--- config.mk ---
export PLATFORM = sky130hd
export DESIGN_NAME = mem_operand_sequencer
export DESIGN_NICKNAME = d
export VERILOG_FILES = /design/src/rtl/mem_operand_sequencer.sv
export SDC_FILE = /design/constraint.sdc
export NUM_CORES = 1
export LEC_CHECK = 0
export ABC_AREA = 1
export CORE_ASPECT_RATIO = 0.7
export CORE_UTILIZATION = 50
export CTS_BUF_LIST = sky130_fd_sc_hd__clkbuf_4
export CTS_CLUSTER_DIAMETER = 60
export DETAILED_ROUTE_END_ITERATION = 10
export GPL_ROUTABILITY_DRIVEN = 0
export GPL_TIMING_DRIVEN = 0
export PLACE_DENSITY = 0.87
export SYNTH_ARGS = -nofsm -noshare
export SYNTH_HDL_FRONTEND = slang
export SYNTH_SLANG_ARGS = --single-unit
--- constraint.sdc ---
create_clock -name Clk -period 2.66 [get_ports Clk]
set_input_delay 0.798 -clock Clk [delete_from_list [all_inputs] [get_ports Clk]]
set_output_delay 0.798 -clock Clk [all_outputs]
set_load 0.1 [all_outputs]
--- src/rtl/mem_operand_sequencer.sv ---
// mem_operand_sequencer
// Walks operand-memory addresses 0..Count-1, captures the multiplicand
// (bank 1) and multiplier (bank 2) from the combinational read ports, and
// hands each pair to the Booth multiplier over a valid/ready handshake.
// Addr is driven only while Busy; the loader owns the bus otherwise.
//
// Optional build macro: SEQ_ZERO_SKIP_EN
//   When defined, pairs with a zero operand are dropped in FETCH without
//   being presented, and the Skip_Cnt output counts them.
//
// Handshake: a pair transfers at a posedge where Op_Valid=1 and Op_Ready=1.
// While Op_Valid=1 and Op_Ready=0, Op_A, Op_B and Addr hold steady.
// Op_Ready is ignored while Op_Valid=0. After a transfer only Op_Valid drops;
// Op_A/Op_B keep the last pair.
module mem_operand_sequencer #(
  parameter int DATA_WIDTH = 9,
  parameter int ADDR_WIDTH = 4
) (
  input  logic                  Clk,
  input  logic                  Rst,
  input  logic                  Start,
  input  logic [ADDR_WIDTH:0]   Count,
  output logic [ADDR_WIDTH-1:0] Addr,
  input  logic [DATA_WIDTH-1:0] Data1_I,
  input  logic [DATA_WIDTH-1:0] Data2_I,
  output logic [DATA_WIDTH-1:0] Op_A,
  output logic [DATA_WIDTH-1:0] Op_B,
  output logic                  Op_Valid,
  input  logic                  Op_Ready,
  output logic                  Busy,
  output logic                  Done
`ifdef SEQ_ZERO_SKIP_EN
  ,
  output logic [ADDR_WIDTH:0]   Skip_Cnt
`endif
);

  typedef enum logic [1:0] {
    S_IDLE    = 2'd0,
    S_FETCH   = 2'd1,
    S_PRESENT = 2'd2,
    S_DONE    = 2'd3
  } state_t;

  // Largest legal pair count: the full memory depth.
  localparam logic [ADDR_WIDTH:0] MAX_COUNT = {1'b1, {ADDR_WIDTH{1'b0}}};
  localparam logic [ADDR_WIDTH:0] ONE_CNT   = {{ADDR_WIDTH{1'b0}}, 1'b1};

  state_t              state;
  logic [ADDR_WIDTH:0] remaining;
  logic [ADDR_WIDTH:0] count_clamped;
  logic                last_pair;

  // Clamp oversize requests to the memory depth and flag the final pair.
  always_comb begin
    count_clamped = (Count > MAX_COUNT) ? MAX_COUNT : Count;
    last_pair     = (remaining == ONE_CNT);
  end

  // Sequencer FSM with all outputs registered.
  always_ff @(posedge Clk) begin
    if (Rst) begin
      state     <= S_IDLE;
      Addr      <= '0;
      Op_A      <= '0;
      Op_B      <= '0;
      Op_Valid  <= 1'b0;
      Busy      <= 1'b0;
      Done      <= 1'b0;
      remaining <= '0;
`ifdef SEQ_ZERO_SKIP_EN
      Skip_Cnt  <= '0;
`endif
    end else begin
      Done <= 1'b0;
      case (state)
        S_IDLE: begin
          Addr <= '0;
          if (Start) begin
            remaining <= count_clamped;
            Busy      <= 1'b1;
`ifdef SEQ_ZERO_SKIP_EN
            Skip_Cnt  <= '0;
`endif
            if (Count == '0) begin
              state <= S_DONE;
              Done  <= 1'b1;
            end else begin
              state <= S_FETCH;
            end
          end
        end

        S_FETCH: begin
`ifdef SEQ_ZERO_SKIP_EN
          if ((Data1_I == '0) || (Data2_I == '0)) begin
            // Zero operand: drop the pair without presenting it.
            Skip_Cnt  <= Skip_Cnt + ONE_CNT;
            remaining <= remaining - ONE_CNT;
            if (last_pair) begin
              state <= S_DONE;
              Done  <= 1'b1;
            end else begin
              Addr <= Addr + ADDR_WIDTH'(1);
            end
          end else begin
            Op_A     <= Data1_I;
            Op_B     <= Data2_I;
            Op_Valid <= 1'b1;
            state    <= S_PRESENT;
          end
`else
          Op_A     <= Data1_I;
          Op_B     <= Data2_I;
          Op_Valid <= 1'b1;
          state    <= S_PRESENT;
`endif
        end

        S_PRESENT: begin
          if (Op_Ready) begin
            Op_Valid  <= 1'b0;
            remaining <= remaining - ONE_CNT;
            if (last_pair) begin
              state <= S_DONE;
              Done  <= 1'b1;
            end else begin
              Addr  <= Addr + ADDR_WIDTH'(1);
              state <= S_FETCH;
            end
          end
        end

        S_DONE: begin
          // Start is deliberately not sampled here.
          state <= S_IDLE;
          Busy  <= 1'b0;
          Addr  <= '0;
        end

        default: begin
          state <= S_IDLE;
        end
      endcase
    end
  end

endmodule

== Word-level counts from Yosys, hierarchy flattened ==
Cells that the tools add are included.

* Bits in registers: 32
* Bits of input ports: 27
* Output and inout port bits: 25
* Word-level logic and storage cells: 51

* Add/subtract/negate cells: 2
* $lt $le $gt $ge: 1
* Equal/unequal tests: 7
* Mux-type cells: 21
* Reductions and logical operators: 12

{| class="wikitable"
|+ Operator list
! kind !! number
|-
| $mux W5 || 3
|-
| $pmux W5 S2 || 1
|-
| $mux W2 || 4
|-
| $mux W4 || 2
|-
| $pmux W2 S4 || 1
|-
| $pmux W4 S2 || 1
|-
| $reduce_bool A2 Y1 || 4
|-
| $mux W1 || 6
|-
| $ne A2 B2 Y1 const B || 3
|-
| $pmux W1 S2 || 3
|-
| $reduce_and A2 Y1 || 3
|-
| $reduce_and A3 Y1 || 2
|-
| $eq A5 B1 Y1 const B || 1
|-
| $gt A5 B5 Y1 const B || 1
|-
| $logic_not A5 Y1 || 1
|-
| $sub A5 B1 Y5 const B || 1
|-
| $add A4 B1 Y4 const B || 1
|-
| $eq A2 B2 Y1 const B || 2
|-
| $eq A2 B1 Y1 const B || 1
|-
| $logic_not A2 Y1 || 1
|-
| $reduce_or A2 Y1 || 1
|}

== Logic depth before layout (Yosys ltp) ==
Gate-level depths: netlist of run 1.

* Depth in word-level cells: 4
* Gate-level depth with buffers: 10
* Gate-level depth less buffers: 9

== Least setup slack after synthesis of run 1 ==
OpenSTA, ideal clock, no wires.

* Path kind: flip-flop to output port
* Start point: register Addr[0]
* End point: output Addr[0]
* Arrival: 0.960 ns
* Required time: 1.862 ns
* Path slack: 0.902 ns
* Cell stages (with the launch flop): 1
* Buffers on the path: 0
* Cell sequence: dfxtp_1

{| class="wikitable"
|+ RTL lines
! what !! line !! text
|-
| start: declaration || 23 || <nowiki>output logic [ADDR_WIDTH-1:0] Addr,</nowiki>
|-
| start signal: assignment || 128 || <nowiki>Addr <= Addr + ADDR_WIDTH'(1);</nowiki>
|}

No word-level cell between the ends.

== Worst setup path after layout of run 1 ==
* Start point: register Op_B[1]
* End point: output Op_B[1]

{| class="wikitable"
|+ RTL lines
! what !! line !! text
|-
| start: declaration || 27 || <nowiki>output logic [DATA_WIDTH-1:0] Op_B,</nowiki>
|-
| start signal: assignment || 114 || <nowiki>Op_B <= Data2_I;</nowiki>
|}

No word-level cell between the ends.

==> results of run 1 <==
[placed cells by master (no fill, tap or decap), drive strengths merged, types with 3 or more instances in the layout]
cell type       n
dlygate4sd2     3
nor2           62
nand4           4
ha              7
clkbuf          8
nand3           7
nand2          30
clkdlybuf4s50  40
dfxtp          32
buf             6
dlymetal6s2s    8
inv            23
a21oi           9
o21ai          24
[logic make-up (layout without fill, tap and decap cells)]
group,Yosys count,count (layout),synth area share
simple gates,103,103,0.296
compound gates,36,36,0.125
flops,32,32,0.424
buf+inv,31,90,0.0919
fa+ha+maj,7,7,0.0579
xor+xnor,1,1,0.00580
[registers in the layout (all words and copies together) (netlist names)]
| register | flops |
|---|---|
| Addr | 4 |
| Done | 1 |
| Op_B | 9 |
| remaining | 5 |
| Op_Valid | 1 |
| state | 2 |
| Op_A | 9 |
| Busy | 1 |
[routing by layer]
layer / wire length, um / GRT usage / vias to the layer above
li1: - / - / 779
met1: 1670 / 0.304 / 680
met2: 1460 / 0.378 / 54
met3: 357 / 0.114 / 5
met4: 29 / 0.0766 / 0
met5: 0 / 0 / -
[path summary, 6_finish.rpt]
| kind | startpoint | to | slack (ns) | cells after the start |
|---|---|---|---|---|
| worst max-delay path | Op_B[1] | Op_B[1] | 0.05 | 1 |
| worst min-delay path | Busy | Busy | 0.47 | 2 |
| worst max register to register | state[0] | Addr[0] | 1.13 | 9 |
| worst min register to register | Busy | Busy | 0.47 | 2 |
[cell usage after synthesis]
cell type                  number  share of area
sky130_fd_sc_hd__nor2_1        61           0.15
sky130_fd_sc_hd__dfxtp_1       32           0.42
sky130_fd_sc_hd__nand2_1       28          0.070
sky130_fd_sc_hd__o21ai_0       24          0.079
sky130_fd_sc_hd__inv_1         21          0.052
sky130_fd_sc_hd__a21oi_1        9          0.030
sky130_fd_sc_hd__ha_1           7          0.058
sky130_fd_sc_hd__nand3_1        5          0.017
sky130_fd_sc_hd__nand4_1        4          0.017
sky130_fd_sc_hd__buf_2          3         0.0099
sky130_fd_sc_hd__buf_6          2          0.015
sky130_fd_sc_hd__clkbuf_1       2         0.0050
sky130_fd_sc_hd__inv_2          2         0.0050
sky130_fd_sc_hd__nand3_2        2          0.013
sky130_fd_sc_hd__a21boi_0       1         0.0050
sky130_fd_sc_hd__a221oi_1       1         0.0058
sky130_fd_sc_hd__a22oi_1        1         0.0050
sky130_fd_sc_hd__buf_4          1         0.0050
sky130_fd_sc_hd__nand2_4        1         0.0074
sky130_fd_sc_hd__nand2_8        1          0.013
sky130_fd_sc_hd__nor2_4         1         0.0074
sky130_fd_sc_hd__xor2_1         1         0.0058
[metrics by stage]
stage                     hold slack, ns   util  std cells
final                              0.474  0.761        305
after global routing               0.510  0.761        305
after CTS                          0.477  0.754        305
after detailed placement           0.463  0.727        297
after global placement             0.463  0.727        297
after floorplan                    0.471      -        210
[cell type report]
class,instances,area (um2)
Sequential cell,32,641
Timing Repair Buffer,51,527
Inverter,23,86.3
Clock buffer,6,45.0
Fill cell,229,679
Tap cell,36,45.0
Multi-Input combinational cell,147,732
Buffer,8,52.6
Clock inverter,2,35.0
[power by group through the flow]
stage	Combinational [mW]	Clock, mW	Sequential, mW
6_report	1.67	0.374	0.725
5_1_grt	1.79	0.402	0.752
4_1_cts	1.68	0.378	0.728
3_5_place_dp	1.68	0	0.737
3_3_place_gp	1.66	0	0.731
2_1_floorplan	0.520	0	1.51
[what timing repair did]
action,in CTS,in global routing
setup endpoints to repair,3,8
hold endpoints to repair,0,0
gates resized for setup,3,8
==> Implementation_results.wiki, run 1 <==
{| class="wikitable"
! Metric !! Value
|-
| NumNets Final || 302
|-
| Average wire per cell in the routed design || 11.5 um
|-
| Max stage delay on crit path || 1.13 ns
|-
| Yosys reg bits || 32
|-
| Switching fraction of total power || 0.545
|-
| Final total negative setup slack || 0 ns
|-
| Pre-Repair DR Iteration Count || 4
|-
| Result of the run || finished, final reports clean
|-
| Total Routing Usage GR || 0.244
|-
| CP Launch Type || register
|-
| Number of warnings issued by yosys || 0
|-
| Worst slew margin || 0.336
|-
| Initial antenna violation count || 0
|-
| Clock sink total || 32
|-
| Net Count, Synth || between 200 and 250
|-
| Placement-stage cell area || between 2000 and 2500 um2
|-
| Signal arrival time at the worst endpoint || 1.82 ns
|-
| I/O pin count || 52
|-
| Die height || about 48 um
|-
| Family with the most delay on the worst path || buffers and inverters
|-
| Worst slack after detailed placement || between 0.3 and 0.4 ns
|-
| Synthesized area per cell || 7.20 um2
|-
| Final setup fails || 0
|-
| Total clock buffers created by CTS || 5
|-
| Antenna Nets Post-Route || 0
|-
| Count of mapped cells out of synthesis || between 200 and 250
|-
| Sum of overflow across all layers after global routing || 0
|-
| Via count of the routed design || 1518
|-
| First-pass GRT wire length || 5.62 mm
|-
| Syn Std Cell Area || 1510 um2
|-
| Max-cap check violation count || 0
|-
| Number of hold-slack violations in the final timing report || 0
|-
| Highest attainable clock frequency || ~380 MHz
|-
| Synth-to-Final Area Change || 43.1%
|-
| Setup slack after layout || 0.0452 ns
|-
| Endpoint required time on the critical path || 1.86 ns
|-
| Number of input and output port buffers inserted || about 50
|-
| Drt first-iter violations || about 120
|-
| Hold/Removal Path Class || reg -> reg
|-
| Critical path capture point type || primary output
|-
| Pin count of the biggest net entering global routing || 11
|-
| Core area || 2840 um2
|-
| Via density || 4.98
|-
| Diode insertion count for antenna repair || 0
|-
| Pwr/cell area || 1280 nW/um2
|-
| Hold-fix buffer count after cts || 0
|-
| RSZ-0062 raised after global routing || false
|-
| Internal power contribution || about 1.3 mW
|-
| Post-layout power || 2.77 mW
|-
| Count of different cell masters after synthesis || 22
|-
| Worst clock skew on the final layout || roughly 0.0084 ns
|-
| Relative contribution of the clock network to total power || 0.135
|-
| Sequential fraction of the synthesis area || 0.424
|-
| Floorplan die width || ~68 um
|-
| Die area || 3250 um2
|-
| Shortest clock period the worst path allows after layout || 2.61 ns
|-
| Area of all placed cells without fillers || 2160 um2
|-
| Root Driver || sky130_fd_sc_hd__clkbuf_4
|-
| Total buffers and inverters traversed by the critical path || 1
|-
| Post-CTS setup buffer count || 0
|-
| Master of the slowest instance on the critical path || sky130_fd_sc_hd__clkdlybuf4s50_1
|-
| Fraction of power consumed by combinational cells || 0.603
|-
| Critical path fanouts, max || 2
|-
| Layout cell share with drive strength beyond 1 || 0.0781
|-
| Sequential Power Share || 0.262
|-
| Max Transition Viols Final || 0
|-
| Final routed wirelength across all metal layers || approximately 3.5 mm
|-
| Worst-case vdd ir drop || between 0.0007 and 0.0008 V
|-
| Max Buffers Root-to-Sink || 2
|-
| Number of levels the H-tree was split into || 2
|-
| Slew of the pin with the lowest slew margin || 0.993 ns
|-
| Final HPWL from detailed placement || 2.60 mm
|-
| P_leak || 1.11 nW
|-
| Std-Cell Rows || 16
|-
| CTS tree || done
|-
| Cell-by-cell trace of the critical path || clkdlybuf4s50_1
|-
| NetSw || about 1.5 mW
|-
| Drc violations || 0
|-
| Number of global-route vias before repair || 1317
|-
| Clock transition at the register clock pins on the worst setup and hold paths after CTS || 0.10 ns
|-
| Crit share post-route || 0.983
|-
| Initial Utilization || 0.532
|-
| Clock latency on the worst-skew pair || between 0.3 and 0.4 ns
|-
| Worst Setup Path Type || reg -> out
|}
Note: power is estimated with default switching activity, not from simulation.
==> run 2: changes to the inputs <==
CORE_UTILIZATION = 46   (was 50)
PLACE_DENSITY = 0.81   (was 0.87)
clock period = 2.7 ns   (was 2.66 ns; I/O delays follow)
==> Implementation_results.wiki, run 2 (synthesis gave the netlist of run 1 again) <==
{| class="wikitable"
! Metric !! Value
|-
| Result of the run || complete, but fails checks
|-
| Violated checks || DRC
|-
| Die height || 50.0 um (+4.1%)
|-
| CTS tree || done
|-
| Drc violations || 5 (+5)
|-
| Number of global-route vias before repair || 1321 (+0.30%)
|-
| Slew of the pin with the lowest slew margin || 1.00 ns (+0.00861 ns)
|-
| Most frequent cells in the layout || sky130_fd_sc_hd__nor2_1, sky130_fd_sc_hd__clkdlybuf4s50_1, sky130_fd_sc_hd__dfxtp_1, sky130_fd_sc_hd__nand2_1, sky130_fd_sc_hd__o21ai_0
|-
| P_leak || 1.02 nW (-7.7%)
|-
| Worst slack after detailed placement || 0.374 ns (+0.0180 ns)
|-
| Max Transition Viols Final || 0 (unchanged)
|-
| First-pass GRT wire length || 5.99 mm (+6.5%)
|-
| Die area || 3520 um2 (+8.4%)
|-
| Number of input and output port buffers inserted || 51 (unchanged)
|-
| Synth-to-Final Area Change || 42.6%
|-
| Root Driver || sky130_fd_sc_hd__clkbuf_4
|-
| Drt first-iter violations || 73 (-38%)
|-
| Layout cell share with drive strength beyond 1 || 0.0781 (unchanged)
|-
| Cell-by-cell trace of the critical path || clkdlybuf4s50_1
|-
| Total clock buffers created by CTS || 5 (unchanged)
|-
| Critical path fanouts, max || 3 (+1)
|-
| Shortest clock period the worst path allows after layout || ~2.6 ns
|-
| Most common cell after layout, fill and taps aside || sky130_fd_sc_hd__nor2_1
|-
| WHS || 0.472 ns (-0.00187 ns)
|-
| Via count of the routed design || 1453 (-4.3%)
|-
| Hold-fix buffer count after cts || 0 (unchanged)
|-
| Hold/Removal Path Class || reg -> reg
|-
| Max Buffers Root-to-Sink || 2 (unchanged)
|-
| RSZ-0062 raised after global routing || false
|-
| Sum of overflow across all layers after global routing || 0 (unchanged)
|-
| Initial antenna violation count || 0 (unchanged)
|-
| Pin count of the biggest net entering global routing || 11 (unchanged)
|-
| Final setup fails || 0 (unchanged)
|-
| Number of hold-slack violations in the final timing report || 0 (unchanged)
|-
| Clock sink total || 32 (unchanged)
|-
| Core area || 3150 um2 (+11%)
|-
| Worst slew margin || 0.330 (-0.00576)
|-
| FF-to-FF setup slack || 1.17 ns (+0.04 ns)
|-
| Filler cells || 283 (+24%)
|-
| Pre-Repair DR Iteration Count || 7 (+3)
|-
| Final routed wirelength across all metal layers || 3.43 mm (-2.4%)
|-
| NumNets Final || 302 (unchanged)
|-
| Pwr/cell area || 1270 nW/um2 (-0.98%)
|-
| Crit share post-route || 0.977
|-
| I/O pin count || 52 (unchanged)
|-
| Top Registers || Op_A (9), Op_B (9), remaining (5)
|-
| Diode insertion count for antenna repair || 0 (unchanged)
|-
| Number of levels the H-tree was split into || 2 (unchanged)
|-
| Floorplan die width || 70.5 um (+4.1%)
|-
| Master of the slowest instance on the critical path || sky130_fd_sc_hd__clkdlybuf4s50_1
|-
| Utilization after layout || 0.685 (-0.0762)
|-
| Highest attainable clock frequency || between 300 and 400 MHz
|-
| Critical path capture point type || primary output
|-
| Final HPWL from detailed placement || 2.49 mm (-4.2%)
|-
| Total buffers and inverters traversed by the critical path || 1 (unchanged)
|-
| Antenna Nets Post-Route || 0 (unchanged)
|-
| Initial Utilization || 0.480 (-0.0516)
|-
| Signal arrival time at the worst endpoint || 1.83 ns (about the same)
|-
| CP Launch Type || register
|-
| Worst clock skew on the final layout || 0.00715 ns (-0.00129 ns)
|-
| Clock latency on the worst-skew pair || 0.33 ns (about the same)
|-
| Max-cap check violation count || 0 (unchanged)
|-
| Family with the most delay on the worst path || buffers and inverters
|-
| Max stage delay on crit path || 1.14 ns (about the same)
|-
| Clock transition at the register clock pins on the worst setup and hold paths after CTS || 0.10 ns (about the same)
|-
| Worst-case vdd ir drop || 0.000721 V (-2.7%)
|-
| Final total negative setup slack || 0 ns (unchanged)
|-
| Total Routing Usage GR || 0.224 (-0.0203)
|-
| Via density || 4.73 (-4.9%)
|-
| Average wire per cell in the routed design || 11.2 um (-3.1%)
|-
| Std-Cell Rows || 17 (+1)
|-
| Setup slack after layout || 0.0616 ns (+0.0163 ns)
|-
| Worst Setup Path Type || reg -> out
|-
| Endpoint required time on the critical path || 1.89 ns (+0.03 ns)
|}
run 2: cell types whose count changed in the layout (fill, tap and decap cells not counted):
cell	delta
sky130_fd_sc_hd__clkdlybuf4s50_1	+7
sky130_fd_sc_hd__dlygate4sd2_1	-2
sky130_fd_sc_hd__dlymetal6s2s_1	-5
run 2: per-layer routing:
| layer | up-vias | share of wire | track usage |
|---|---|---|---|
| met3 | 4 | 0.11 | 0.0961 |
| met5 | - | 0 | 0 |
| li1 | 782 | - | - |
| met4 | 0 | 0.013 | 0.0918 |
| met2 | 56 | 0.38 | 0.309 |
| met1 | 611 | 0.50 | 0.303 |
run 2: final timing paths:
path,end,depth (start not counted),start
hold reg to reg,Busy,2,Busy
hold / removal,Busy,2,Busy
setup reg to reg,remaining[4],9,state[0]
setup / recovery,Op_Valid,1,Op_Valid
run 2: report_power, final:
group,switching (mW),internal (mW),leakage (nW)
registers,0.0925,0.624,0.264
clock network,0.168,0.204,0.0456
logic,1.22,0.422,0.710
total,1.49,1.25,1.02
run 2: stage by stage:
| step | cells | cell area (um2) | power [mW] |
|---|---|---|---|
| 2_1_floorplan | 210 | 1510 | 2.00 |
| 3_3_place_gp | 299 | 2070 | 2.36 |
| 3_5_place_dp | 299 | 2070 | 2.38 |
| 4_1_cts | 307 | 2150 | 2.75 |
| 5_1_grt | 307 | 2160 | 2.92 |
| 6_report | 307 | 2160 | 2.74 |
run 2: cell type report:
| cell class | count | area, um2 | area share |
|---|---|---|---|
| Sequential cell | 32 | 641 | 0.297 |
| Inverter | 23 | 86.3 | 0.0400 |
| Tap cell | 38 | 47.5 | 0.0221 |
| Timing Repair Buffer | 51 | 517 | 0.240 |
| Multi-Input combinational cell | 147 | 732 | 0.340 |
| Buffer | 8 | 52.6 | 0.0244 |
| Clock inverter | 2 | 35.0 | 0.0163 |
| Clock buffer | 6 | 45.0 | 0.0209 |
run 2: worst register-to-register path: cells and delay by family (launching register included):
| family | cells | cell delay, ns |
|---|---|---|
| AO/OA/AOI/OAI | 1 | 0.12 |
| adder cells (fa/ha/maj) | 1 | 0.21 |
| buffers and inverters | 3 | 0.30 |
| flip-flops | 1 | 0.41 |
| AND/OR/NAND/NOR | 4 | 0.38 |
run 2: what timing repair did:
| item | 4_1_cts | 5_1_grt |
|---|---|---|
| gates resized for setup | 1 | 3 |
| setup endpoints to repair | 1 | 3 |
| setup buffers | 0 | 0 |
==> run 3: changes to the inputs <==
--- a/config.mk
+++ b/config.mk
@@ -8,4 +8,6 @@
 export ABC_AREA = 1
+export CELL_PAD_IN_SITES_DETAIL_PLACEMENT = 1
+export CELL_PAD_IN_SITES_GLOBAL_PLACEMENT = 2
 export CORE_ASPECT_RATIO = 0.7
-export CORE_UTILIZATION = 46
+export CORE_UTILIZATION = 25
 export CTS_BUF_LIST = sky130_fd_sc_hd__clkbuf_4
@@ -15,3 +17,4 @@
 export GPL_TIMING_DRIVEN = 0
-export PLACE_DENSITY = 0.81
+export PLACE_DENSITY_LB_ADDON = 0.1
+export SLEW_MARGIN = 40
 export SYNTH_ARGS = -nofsm -noshare
==> constraint.sdc (replaced) <==
create_clock -name Clk -period 2.7 [get_ports Clk]
set_input_delay 0.27 -clock Clk [delete_from_list [all_inputs] [get_ports Clk]]
set_output_delay 0.27 -clock Clk [all_outputs]
set_load 0.1 [all_outputs]
==> Implementation_results.wiki, run 3 (synthesis gave the netlist of run 1 again) <==
{| class="wikitable"
! Metric !! Value
|-
| Sum of overflow across all layers after global routing || 0 (unchanged)
|-
| Worst-case reg-to-reg path depth || 8 (-1)
|-
| CTS tree || done
|-
| Floorplan die width || 94.9 um (+35%)
|-
| Via density || 4.25 (-10%)
|-
| Clock latency on the worst-skew pair || 0.32 ns (about the same)
|-
| Worst clock skew on the final layout || 0.00468 ns (-0.00247 ns)
|-
| Clock sink total || 32 (unchanged)
|-
| Final routed wirelength across all metal layers || 4.19 mm (+22%)
|-
| Pin count of the biggest net entering global routing || 11 (unchanged)
|-
| Root Driver || sky130_fd_sc_hd__clkbuf_4
|-
| Synth-to-Final Area Change || 37.0%
|-
| Critical path fanouts, max || 8 (+5)
|-
| Initial antenna violation count || 0 (unchanged)
|-
| Most frequent cells in the layout || sky130_fd_sc_hd__nor2_1, sky130_fd_sc_hd__dfxtp_1, sky130_fd_sc_hd__buf_2, sky130_fd_sc_hd__nand2_1, sky130_fd_sc_hd__clkdlybuf4s50_1
|-
| Final setup fails || 0 (unchanged)
|-
| Clock transition at the register clock pins on the worst setup and hold paths after CTS || 0.11 ns (about the same)
|-
| Result of the run || finished, final reports clean
|-
| Slew of the pin with the lowest slew margin || 0.496 ns (-0.506 ns)
|-
| Diode insertion count for antenna repair || 0 (unchanged)
|-
| Signal arrival time at the worst endpoint || 1.84 ns (about the same)
|-
| Number of gates given a new drive strength after cts || 0 (-1)
|-
| Filler cells || 737 (+160%)
|-
| Post-CTS setup buffer count || 0 (unchanged)
|-
| FF-to-FF setup slack || 1.10 ns (-0.07 ns)
|-
| Initial Utilization || 0.261 (-0.219)
|-
| Launch point of the worst reg-to-reg path || state[0]
|-
| Cell Count, Final, Fillers Out || 344 (+12%)
|-
| Reg2Reg Capture Point || remaining[4]
|-
| First-pass GRT wire length || 6.88 mm (+15%)
|-
| Worst setup startpoint || state[0]
|-
| Post-layout power || 2.67 mW (-2.4%)
|-
| Drt first-iter violations || 21 (-71%)
|-
| Max-cap check violation count || 0 (unchanged)
|-
| Area occupied by registers || 641 um2 (unchanged)
|-
| Hold/Removal Path Class || reg -> reg
|-
| Worst-case vdd ir drop || 0.000472 V (-35%)
|-
| Placed cell count || 336 (+12%)
|-
| Top Registers || Op_A (9), Op_B (9), remaining (5)
|-
| Worst Setup Path Type || reg -> reg
|-
| Most common cell after layout, fill and taps aside || sky130_fd_sc_hd__nor2_1
|-
| NumNets Final || 302 (unchanged)
|-
| Shortest clock period the worst path allows after layout || 1.60 ns (-1.03 ns)
|-
| Final total negative setup slack || 0 ns (unchanged)
|-
| Core area || 5780 um2 (+84%)
|-
| Total clock buffers created by CTS || 5 (unchanged)
|-
| Pre-Repair DR Iteration Count || 4 (-3)
|-
| Std-Cell Rows || 23 (+6)
|-
| Total Routing Usage GR || 0.146 (-0.0782)
|-
| Drc violations || 0 (-5)
|-
| Via count of the routed design || 1463 (+0.69%)
|-
| I/O pin count || 52 (unchanged)
|-
| Worst hold stages || 2 (unchanged)
|-
| Placement-stage cell area || 1990 um2 (-3.8%)
|-
| Die height || 67.1 um (+34%)
|-
| RSZ-0062 raised after global routing || false
|-
| Worst slew margin || 0.672 (+0.341)
|-
| Area of combinational cells with multiple inputs || 732 um2 (unchanged)
|-
| Crit share post-route || 0.594 (-0.383)
|-
| Highest attainable clock frequency || 623 MHz (+64%)
|-
| Max Buffers Root-to-Sink || 2 (unchanged)
|-
| Final HPWL from detailed placement || 3.16 mm (+27%)
|-
| P_leak || 1.01 nW (-1.4%)
|-
| Endpoint required time on the critical path || 2.93 ns (+1.04 ns)
|-
| Pwr/cell area || 1290 nW/um2 (+1.6%)
|-
| Number of levels the H-tree was split into || 2 (unchanged)
|-
| CP Launch Type || register
|-
| Hold-fix buffer count after cts || 0 (unchanged)
|-
| Number of hold-slack violations in the final timing report || 0 (unchanged)
|-
| End of the worst hold path || Busy
|-
| Max Transition Viols Final || 0 (unchanged)
|-
| Area of all placed cells without fillers || 2070 um2 (-3.9%)
|-
| Average wire per cell in the routed design || 12.2 um (+9.1%)
|-
| Worst hold start || Busy
|-
| Critical path capture point type || register
|-
| Number of input and output port buffers inserted || 51 (unchanged)
|-
| Layout cell share with drive strength beyond 1 || 0.171 (+0.0929)
|-
| Die area || 6370 um2 (+81%)
|-
| Number of global-route vias before repair || 1389 (+5.1%)
|-
| Antenna Nets Post-Route || 0 (unchanged)
|}
[run 3: changes by cell type in the layout (fill, tap and decap cells not counted), sizes merged]
cell / delta
clkdlybuf4s50: -21
dlygate4sd2: -1
buf: +25
dlymetal6s2s: -3
[run 3: metrics by stage]
stage	hold WS, ns	util	setup WS (ns)
after detailed placement	0.473	0.344	1.07
final	0.479	0.358	1.10
after floorplan	0.339	-	1.00
after global routing	0.499	0.358	1.00
after CTS	0.490	0.358	1.10
after global placement	0.467	0.366	0.897
[run 3: worst max-delay path by stage]
| stage | endpoint | slack [ns] |
|---|---|---|
| 6_report | remaining[4] | 1.10 |
| 5_1_grt | remaining[3] | 1.00 |
| 4_1_cts | remaining[4] | 1.10 |
| 3_5_place_dp | remaining[4] | 1.07 |
| 3_3_place_gp | Addr[1] | 0.90 |
| 2_1_floorplan | Addr[2] | 1.00 |
[run 3: metal layers]
layer / vias to the layer above / track usage / wire length [um]
met5: - / 0 / 0
met4: 0 / 0.0455 / 35
met3: 2 / 0.0514 / 248
met2: 38 / 0.188 / 1590
met1: 647 / 0.217 / 2310
li1: 776 / - / -
[run 3: where the power goes]
part | switching (mW) | internal, mW
Combinational | 1.24 | 0.329
Clock | 0.173 | 0.204
Sequential | 0.0968 | 0.624
[run 3: area by class of cell]
type	instances	share of cell area
Multi-Input combinational cell	147	0.353
Sequential cell	32	0.309
Timing Repair Buffer	51	0.186
Tap cell	75	0.0453
Inverter	23	0.0417
Buffer	8	0.0254
Clock buffer	6	0.0218
Clock inverter	2	0.0169
[run 3: worst max-delay path, stage by stage, from the launching register on]
cell and delay (ns):
sky130_fd_sc_hd__dfxtp_1 0.42, sky130_fd_sc_hd__inv_1 0.09, sky130_fd_sc_hd__ha_1 0.27, sky130_fd_sc_hd__nand2_1 0.17, sky130_fd_sc_hd__nand2_4 0.09, sky130_fd_sc_hd__nor2_4 0.20, sky130_fd_sc_hd__inv_2 0.10, sky130_fd_sc_hd__a21oi_1 0.13
sky130_fd_sc_hd__nor2_1 0.06
